<file path="config.mk">
export PLATFORM = sky130hd
export DESIGN_NAME = fg_prog_sequencer
export DESIGN_NICKNAME = d
export VERILOG_FILES = /design/src/rtl/fg_prog_pkg.sv /design/src/rtl/fg_prog_timer.sv /design/src/rtl/fg_prog_sequencer.sv
export SDC_FILE = /design/constraint.sdc
export NUM_CORES = 1
export LEC_CHECK = 0
export CAP_MARGIN = 20
export CORE_MARGIN = 5
export CORE_UTILIZATION = 34
export DETAILED_ROUTE_END_ITERATION = 8
export GPL_ROUTABILITY_DRIVEN = 0
export MAX_ROUTING_LAYER = met4
export PLACE_DENSITY_LB_ADDON = 0.08
export SLEW_MARGIN = 20
export SYNTH_ARGS = -nofsm -noshare
export SYNTH_HDL_FRONTEND = slang
export SYNTH_SLANG_ARGS = --single-unit
</file>
<file path="constraint.sdc">
create_clock -name clk -period 2.9 [get_ports clk]
set_input_delay 0.58 -clock clk [delete_from_list [all_inputs] [get_ports clk]]
set_output_delay 0.58 -clock clk [all_outputs]
set_load 0.02 [all_outputs]
</file>
<file path="src/rtl/fg_prog_pkg.sv">
// rtl/fg_prog_pkg.sv - shared types and encodings for the floating-gate programming sequencer
package fg_prog_pkg;

    typedef enum logic [2:0] {
        S_IDLE,
        S_SETUP,
        S_PULSE,
        S_GAP,
        S_MEAS,
        S_DONE
    } state_e;

    localparam logic [1:0] MODE_INJ  = 2'b00;
    localparam logic [1:0] MODE_TUN  = 2'b01;
    localparam logic [1:0] MODE_READ = 2'b10;
    localparam logic [1:0] MODE_RSVD = 2'b11;

    localparam logic [1:0] ST_OK     = 2'b00;
    localparam logic [1:0] ST_ABORT  = 2'b01;
    localparam logic [1:0] ST_BADCMD = 2'b10;

    function automatic int max_int(input int a, input int b);
        return (a > b) ? a : b;
    endfunction

endpackage

</file>
<file path="src/rtl/fg_prog_timer.sv">
// rtl/fg_prog_timer.sv - loadable down-counter timing the settle, gap and pulse phases
module fg_prog_timer #(
    parameter int W = 16
) (
    input  logic         clk,
    input  logic         rst,
    input  logic         load,
    input  logic [W-1:0] load_val,
    output logic         done
);

    logic [W-1:0] cnt_q, cnt_d;

    // Load phase length minus one; count down and rest at zero, which marks the last cycle of the phase
    always_comb begin
        cnt_d = cnt_q;
        if (load) begin
            cnt_d = load_val;
        end else if (cnt_q != '0) begin
            cnt_d = cnt_q - W'(1);
        end
    end

    // Counter register
    always_ff @(posedge clk) begin
        if (rst) begin
            cnt_q <= '0;
        end else begin
            cnt_q <= cnt_d;
        end
    end

    assign done = (cnt_q == '0);

endmodule

</file>
<file path="src/rtl/fg_prog_sequencer.sv">
// rtl/fg_prog_sequencer.sv - settle/pulse/gap/measure sequencer steering one floating-gate island
module fg_prog_sequencer
    import fg_prog_pkg::*;
#(
    parameter int N_ISLANDS = 2,
    parameter int ROW_BITS  = 6,
    parameter int COL_BITS  = 6,
    parameter int SETTLE    = 8,
    parameter int PW_BITS   = 16
) (
    input  logic                          clk,
    input  logic                          rst,
    input  logic                          cmd_valid,
    output logic                          cmd_ready,
    input  logic [$clog2(N_ISLANDS)-1:0]  cmd_island,
    input  logic [ROW_BITS-1:0]           cmd_row,
    input  logic [COL_BITS-1:0]           cmd_col,
    input  logic [1:0]                    cmd_mode,
    input  logic [7:0]                    cmd_pulses,
    input  logic [PW_BITS-1:0]            cmd_width,
    input  logic                          abort,
    output logic [N_ISLANDS-1:0]          island_sel,
    output logic [ROW_BITS-1:0]           row_addr,
    output logic [COL_BITS-1:0]           col_addr,
    output logic                          dec_en,
    output logic                          drain_sel,
    output logic                          prog_en,
    output logic                          tun_en,
    output logic                          meas_req,
    input  logic                          meas_ack,
    output logic                          rsp_valid,
    output logic [1:0]                    rsp_status
);

    localparam int IW = $clog2(N_ISLANDS);
    localparam int TW = max_int(PW_BITS, $clog2(SETTLE + 1));
    localparam logic [TW-1:0] SETTLE_LD = TW'(SETTLE - 1);

    state_e                state_q, state_d;
    logic [IW-1:0]         isl_q, isl_d;
    logic [ROW_BITS-1:0]   row_q, row_d;
    logic [COL_BITS-1:0]   col_q, col_d;
    logic [1:0]            mode_q, mode_d;
    logic [PW_BITS-1:0]    wid_q, wid_d;
    logic [PW_BITS-1:0]    wid_m1;
    logic [7:0]            pulses_q, pulses_d;
    logic [1:0]            status_q, status_d;
    logic                  tmr_load, tmr_done;
    logic [TW-1:0]         tmr_val;

    logic                  cmd_ready_d, dec_en_d, drain_sel_d, prog_en_d, tun_en_d;
    logic                  meas_req_d, rsp_valid_d, active, steer;
    logic [N_ISLANDS-1:0]  island_sel_d;
    logic [ROW_BITS-1:0]   row_addr_d;
    logic [COL_BITS-1:0]   col_addr_d;
    logic [1:0]            rsp_status_d;

    // A zero width still produces a one-cycle pulse
    assign wid_m1 = (wid_q == '0) ? '0 : wid_q - PW_BITS'(1);

    fg_prog_timer #(.W(TW)) u_timer (
        .clk      (clk),
        .rst      (rst),
        .load     (tmr_load),
        .load_val (tmr_val),
        .done     (tmr_done)
    );

    // Next-state logic: command latch, phase sequencing, pulse counting; abort overrides everything in flight
    always_comb begin
        state_d  = state_q;
        isl_d    = isl_q;
        row_d    = row_q;
        col_d    = col_q;
        mode_d   = mode_q;
        wid_d    = wid_q;
        pulses_d = pulses_q;
        status_d = status_q;
        tmr_load = 1'b0;
        tmr_val  = SETTLE_LD;
        case (state_q)
            S_IDLE: begin
                if (cmd_valid && cmd_ready) begin
                    isl_d    = cmd_island;
                    row_d    = cmd_row;
                    col_d    = cmd_col;
                    mode_d   = cmd_mode;
                    wid_d    = cmd_width;
                    pulses_d = cmd_pulses;
                    if (int'(cmd_island) >= N_ISLANDS || cmd_mode == MODE_RSVD) begin
                        state_d  = S_DONE;
                        status_d = ST_BADCMD;
                    end else begin
                        state_d  = S_SETUP;
                        status_d = ST_OK;
                        tmr_load = 1'b1;
                    end
                end
            end
            S_SETUP: begin
                if (tmr_done) begin
                    if (mode_q != MODE_READ && pulses_q != 8'd0) begin
                        state_d  = S_PULSE;
                        tmr_load = 1'b1;
                        tmr_val  = TW'(wid_m1);
                    end else begin
                        state_d = S_MEAS;
                    end
                end
            end
            S_PULSE: begin
                if (tmr_done) begin
                    pulses_d = pulses_q - 8'd1;
                    state_d  = S_GAP;
                    tmr_load = 1'b1;
                end
            end
            S_GAP: begin
                if (tmr_done) begin
                    if (pulses_q != 8'd0) begin
                        state_d  = S_PULSE;
                        tmr_load = 1'b1;
                        tmr_val  = TW'(wid_m1);
                    end else begin
                        state_d = S_MEAS;
                    end
                end
            end
            S_MEAS: begin
                if (meas_ack) begin
                    state_d = S_DONE;
                end
            end
            S_DONE: begin
                state_d = S_IDLE;
            end
            default: begin
                state_d = S_IDLE;
            end
        endcase
        if (abort && state_q != S_IDLE && state_q != S_DONE) begin
            state_d  = S_DONE;
            status_d = ST_ABORT;
            tmr_load = 1'b0;
        end
    end

    // Output decode from the next state so every output is a flop that tracks the state register
    always_comb begin
        active       = (state_d inside {S_SETUP, S_PULSE, S_GAP, S_MEAS});
        steer        = (state_d inside {S_SETUP, S_PULSE, S_GAP});
        cmd_ready_d  = (state_d == S_IDLE);
        island_sel_d = '0;
        for (int i = 0; i < N_ISLANDS; i++) begin
            island_sel_d[i] = active && (int'(isl_d) == i);
        end
        row_addr_d   = active ? row_d : '0;
        col_addr_d   = active ? col_d : '0;
        dec_en_d     = active;
        drain_sel_d  = steer && (mode_d != MODE_READ);
        prog_en_d    = (state_d == S_PULSE) && (mode_d == MODE_INJ);
        tun_en_d     = (state_d == S_PULSE) && (mode_d == MODE_TUN);
        meas_req_d   = (state_d == S_MEAS);
        rsp_valid_d  = (state_d == S_DONE);
        rsp_status_d = rsp_valid_d ? status_d : '0;
    end

    // State, command latch and registered outputs
    always_ff @(posedge clk) begin
        if (rst) begin
            state_q    <= S_IDLE;
            isl_q      <= '0;
            row_q      <= '0;
            col_q      <= '0;
            mode_q     <= '0;
            wid_q      <= '0;
            pulses_q   <= '0;
            status_q   <= '0;
            cmd_ready  <= 1'b1;
            island_sel <= '0;
            row_addr   <= '0;
            col_addr   <= '0;
            dec_en     <= 1'b0;
            drain_sel  <= 1'b0;
            prog_en    <= 1'b0;
            tun_en     <= 1'b0;
            meas_req   <= 1'b0;
            rsp_valid  <= 1'b0;
            rsp_status <= '0;
        end else begin
            state_q    <= state_d;
            isl_q      <= isl_d;
            row_q      <= row_d;
            col_q      <= col_d;
            mode_q     <= mode_d;
            wid_q      <= wid_d;
            pulses_q   <= pulses_d;
            status_q   <= status_d;
            cmd_ready  <= cmd_ready_d;
            island_sel <= island_sel_d;
            row_addr   <= row_addr_d;
            col_addr   <= col_addr_d;
            dec_en     <= dec_en_d;
            drain_sel  <= drain_sel_d;
            prog_en    <= prog_en_d;
            tun_en     <= tun_en_d;
            meas_req   <= meas_req_d;
            rsp_valid  <= rsp_valid_d;
            rsp_status <= rsp_status_d;
        end
    end

endmodule

</file>
# Word level (Yosys, flattened, before mapping)
# Index checks and enable logic that the tools add are counted.
[classes] add_sub_neg=3 eq_ne=16 mux=42 n_bitwise=3 reduce_logical=25
[op_table] op="2-to-1 mux 16 bit" count=7
[op_table] op="logical NOT 16 bit" count=2
[op_table] op="case mux 16 bit (2 select lines)" count=1
[op_table] op="subtractor 16 x 1 -> 16 bit, second input constant" count=2
[op_table] op="2-to-1 mux 3 bit" count=9
[op_table] op="2-to-1 mux 6 bit" count=4
[op_table] op="2-to-1 mux 8 bit" count=2
[op_table] op="case mux 8 bit (2 select lines)" count=1
[op_table] op="nonzero test 16 bit" count=1
[op_table] op="case mux 3 bit (5 select lines)" count=1
[op_table] op="== test 3 x 2 -> 1 bit, second input constant" count=4
[op_table] op="2-to-1 mux 2 bit" count=6
[op_table] op="2-to-1 mux 1 bit" count=10
[op_table] op="== test 3 bit, second input constant" count=3
[op_table] op="logical AND 1 bit" count=9
[op_table] op="inequality test 2 bit, second input constant" count=4
[op_table] op="nonzero test 8 bit" count=1
[op_table] op="subtractor 8 x 1 -> 8 bit, second input constant" count=1
[op_table] op="== test 3 x 1 -> 1 bit, second input constant" count=2
[op_table] op="logical NOT 3 bit" count=2
[op_table] op="nonzero test 3 bit" count=2
[op_table] op="case mux 1 bit (4 select lines)" count=1
[op_table] op="nonzero test 2 bit" count=2
[op_table] op="nonzero test 4 bit" count=1
[op_table] op="other kinds (8)" count=11
[word_totals] reg_bits=83 input_bits=44 out_inout_bits=23 elab_cells=109

# Longest topological paths before layout
[depth] ltp_word=10 mapped_depth=10 mapped_depth_nobuf=8

# Modules after synthesis
# Synthesis repeated with hierarchy kept, for this count alone.
[hier_totals] cells_unflattened=491 area_unflattened_um2=3970.1
[modules_own_cells] mod="fg_prog_sequencer" n_inst=1 cells_per_inst=379 area_per_inst_um2=3067.9 seq_area_each_um2=1341.3
[modules_own_cells] mod="fg_prog_timer" n_inst=1 cells_per_inst=112 area_per_inst_um2=902.1 seq_area_each_um2=320.3

# Worst setup path before layout
# No wires, ideal clock.
[synth_timing] path_type="register to register" from="register u_timer.cnt_q[8]" to="register col_addr[4]" setup_ns=0.118 arrival_ns=2.477 t_required_ns=2.782 path_slack_ns=0.305 path_stages_with_launch=10 n_path_buf=3 period_less_slack_ns=2.595 cell_sequence="dfxtp_1 > or4_4 > or4_4 > buf_6 > or2_0 > clkbuf_2 > o221a_2 > nand3_1 > buf_4 > a21boi_2"
[synth_between] elab_chain_cells=8 elab_cells_between_ends=13 cone_classes="4 x eq/ne; 5 x mux; 1 x bitwise; 3 x reduce/logical"
[synth_rtl] item="start, declared" line="fg_prog_timer.sv:12" text="logic [W-1:0] cnt_q, cnt_d;"
[synth_rtl] item="start signal, assigned" line="fg_prog_timer.sv:29" text="cnt_q <= cnt_d;"
[synth_rtl] item="logical NOT 16 bit (*)" line="fg_prog_timer.sv:33" text="assign done = (cnt_q == '0);"
[synth_rtl] item="2-to-1 mux 3 bit (on tied branches)" line="fg_prog_sequencer.sv:119, fg_prog_sequencer.sv:101, fg_prog_sequencer.sv:112"
[synth_rtl] item="case mux 3 bit (5 select lines) (*)" line="fg_prog_sequencer.sv:81" text="case (state_q)"
[synth_rtl] item="2-to-1 mux 3 bit (*)" line="fg_prog_sequencer.sv:141" text="if (abort && state_q != S_IDLE && state_q != S_DONE) begin"
[synth_rtl] item="== test 3 x 1 -> 1 bit, or another cell as far along" line="fg_prog_sequencer.sv:150" text="active = (state_d inside {S_SETUP, S_PULSE, S_GAP, S_MEAS});"
[synth_rtl] item="nonzero test 4 bit (*)" line="fg_prog_sequencer.sv:150"
[synth_rtl] item="NOT 1 bit (no line) (*)"
[synth_rtl] item="OR reduction 2 bit (no line) (*)"
[synth_rtl] item="end signal, assigned" line="fg_prog_sequencer.sv:202" text="col_addr <= col_addr_d;"
[synth_rtl] item="end, declared" line="fg_prog_sequencer.sv:24" text="output logic [COL_BITS-1:0] col_addr,"
# Mark *: on every way between the ends. The rest lies on a longest branch, timed or not.
# A chain may end at the register's enable or synchronous reset.

# Worst setup path in the final report
[layout_timing] from="register u_timer.cnt_q[8]" to="register col_addr[5]"
# Same word-level chain as after synthesis.

==> results.py <==
metrics = {
    "routing": {
        "drc": 0,
        "drt_iter0_drc": 185,
        "antenna_left": 0,
        "drtPass1Iterations": 4,
        "wirelength_um": 9780,
        "avgViaCountPerCell": 4.96,
        "num_vias": 3415,
        "wl_per_cell_um": 14.2,
    },
    "setup_path": {
        "endpoint_kind": "register",
        "start_kind": "register",
        "crit_arrival_ns": 2.99,
        "max_stage_delay_ns": 0.56,
        "cp_top_family": "simple AND/OR/NAND/NOR gates",
        "critical_path.slowest_cell": "or4_4",
        "path_max_fanout": 9,
        "cp.required_ns": 3.14,
        "crit_chain": "or4_4 > or4_4 > o31a_1 > a311o_1 > nand3_1 > buf_4 > a21boi_2",
        "cp.buffers_inverters": 1,
        "crit_type": "reg2reg",
        "cpMostUsedCell": "or4_4",
    },
    "power_and_ir_drop": {
        "pwr-share-seq_pct": 30.3,
        "internal-power_w": 0.00324,
        "power_w": 0.00553,
        "power_frac_clock_pct": 19.8,
        "swShare_pct": 41.5,
        "power_switching_w": 0.00229,
        "ir_drop_mv": 0.502,
        "p_per_area_nw_per_um2": 1090,
        "p_leak_nw": 1.90,
        "pwr-share-comb_pct": 49.9,
    },
    "clock_network": {
        "clkSinkCount": 83,
        "cts_resized": 0,
        "cts_hold_buffers": 0,
        "cts-buffers-inserted": 9,
        "htreeDepth": 3,
        "clk_latency_ns": 0.35,
        "cts_setup_buffers": 0,
        "cts_tree": "yes",
        "cts_root_buf": "clkbuf_16",
        "clkSlewWorstSetupHoldPaths_ns": 0.07,
        "clockBufferDepth": 2,
    },
    "grt": {
        "antenna_found_initial": 0,
        "met2_usage_pct": 23.2,
        "gr-usage-met3_pct": 4.47,
        "grt_pass1_wl_um": 16800,
        "grt_pass1_vias": 3477,
        "grt.total_usage_pct": 15.0,
        "use_met1_pct": 18.6,
        "grt_overflow_total": 0,
        "busiest_layer": "met2",
        "grt_max_degree": 38,
    },
    "timing": {
        "timing.final.crit_period_ns": 2.76,
        "clock_skew_ns": 0.00931,
        "timing.slew.headroom_pct": 47.8,
        "worstMarginPinSlew_ns": 0.783,
        "setup_tns_ns": 0,
        "max_freq_mhz": 362,
        "report.final.slew_viol_count": 0,
        "hold_violations": 0,
        "rsz0062_at_grt": "false",
        "fin_crit_sh_pct": 95.1,
        "setup_ws_ns": 0.141,
        "setup_violations": 0,
    },
    "finish": {
        "final_cell_mix": "nand2_1, dfxtp_1, clkdlybuf4s50_1",
        "drive_above_1_share_pct": 11.4,
        "area_growth_pct": 28.9,
        "postLayoutCellArea_sq_um": 5060,
        "final_core_util_pct": 44.5,
        "layout_commonest_cell": "nand2_1",
        "fillCellCount": 1159,
        "diodes": 0,
        "final_nets": 590,
    },
    "logic_synthesis": {
        "synth-edff-count": 0,
        "synth_seq_cells": 83,
        "syn_area_sq_um": 3930,
        "synth_warnings": 0,
        "async_reset_ff_share_pct": 0,
        "synth_cells": 472,
        "ys.flop_type": "dfxtp_1",
        "synth_top_area_share_pct": 42.3,
        "yosysSeqAreaShare_pct": 42.3,
        "synth_top_area_cell": "dfxtp_1",
        "synth_nets": 521,
        "synth_cell_type_count": 63,
        "syn_area_per_cell_sq_um": 8.32,
        "synth_area_leaders": "dfxtp_1, nand2_1, a21oi_1",
    },
    "floorplanning": {
        "die_h_um": 117,
        "start_util_pct": 34.6,
        "die_w_um": 117,
        "die_area_sq_um": 13800,
        "io_pins": 67,
        "core_area_sq_um": 11400,
        "row_count": 39,
    },
    "hold_path": {
        "hold_path_class": "reg2reg",
    },
    "placed_design": {
        "port_buffers": 66,
        "dpl.hpwl_um": 7120,
        "postPlaceCellArea_sq_um": 4780,
        "pre_cts_ws_ns": 0.143,
    },
    "job": {
        "maxCapViolations": 0,
    },
    "outcome": {
        "outcome": "completed",
    },
}
[Yosys cell counts (all sizes together), types with 3 or more instances]
cell    instances
a211oi          4
a21boi         13
a21oi          47
a22o            3
and2           12
buf             7
clkbuf         20
dfxtp          83
ha              5
inv            12
nand2          84
nand2b          3
nand3           7
nor2           41
nor3           18
nor3b           4
nor4            5
o21ai          11
o22ai          15
o41ai           3
or2             3
or3             5
or4             8
xnor2          12
xor2           15
[sequential cells by signal, indices dropped and copies added, names as in the netlist]
name / flops
u_timer.cnt_q: 16
wid_q: 16
pulses_q: 8
col_addr: 6
col_q: 6
row_addr: 6
row_q: 6
state_q: 3
island_sel: 2
mode_q: 2
rsp_status: 2
status_q: 2
cmd_ready: 1
dec_en: 1
drain_sel: 1
isl_q: 1
meas_req: 1
prog_en: 1
rsp_valid: 1
tun_en: 1
[worst paths after layout]
path / from / end / slack [ns] / depth (start not counted)
hold / removal: row_q[0] / row_q[0] / 0.46 / 2
setup reg to reg: u_timer.cnt_q[8] / col_addr[5] / 0.14 / 7
setup / recovery: u_timer.cnt_q[8] / col_addr[5] / 0.14 / 7
hold reg to reg: row_q[0] / row_q[0] / 0.46 / 2
[final cells by class]
type                       count  area [sq um]  area share, %
clock buffer                   9           225           4.45
clock inverter                 7          57.6           1.14
inverter                      12          45.0          0.890
multi-input combinational    350          2100           41.4
sequential                    83          1660           32.8
tap                          143           179           3.53
timing repair buffer          85           798           15.8
[stage by stage]
step,std cells,hold WS [ns]
after floorplan,472,0.434
after global placement,673,0.450
after detailed placement,673,0.450
after CTS,689,0.461
after global routing,689,0.482
final,689,0.458
[power groups by stage]
stage          registers, W  clock network [W]  logic (W)
2_1_floorplan       0.00172                  0    0.00201
3_3_place_gp        0.00170                  0    0.00275
3_5_place_dp        0.00170                  0    0.00277
4_1_cts             0.00168            0.00113    0.00279
5_1_grt             0.00171            0.00118    0.00309
6_report            0.00168            0.00110    0.00276
[tightest hold or removal path, cell delays in order (launching register included)]
cell     delay, ns
dfxtp_1       0.30
nand2_1       0.04
a21oi_1       0.06
[cells by family after synthesis]
kind of cell / synth area share, %
simple gates: 25.0
mux: 0.255
buf+inv: 4.46
compound gates: 20.4
flops: 42.3
xor+xnor: 6.02
fa+ha+maj: 1.59
[layer usage]
metal | part of all wire, % | wire, um
met5 | 0 | 0
met4 | 1.5 | 143
met3 | 4.5 | 442
met2 | 46 | 4520
met1 | 48 | 4680
(Power assumes the default switching activity.)
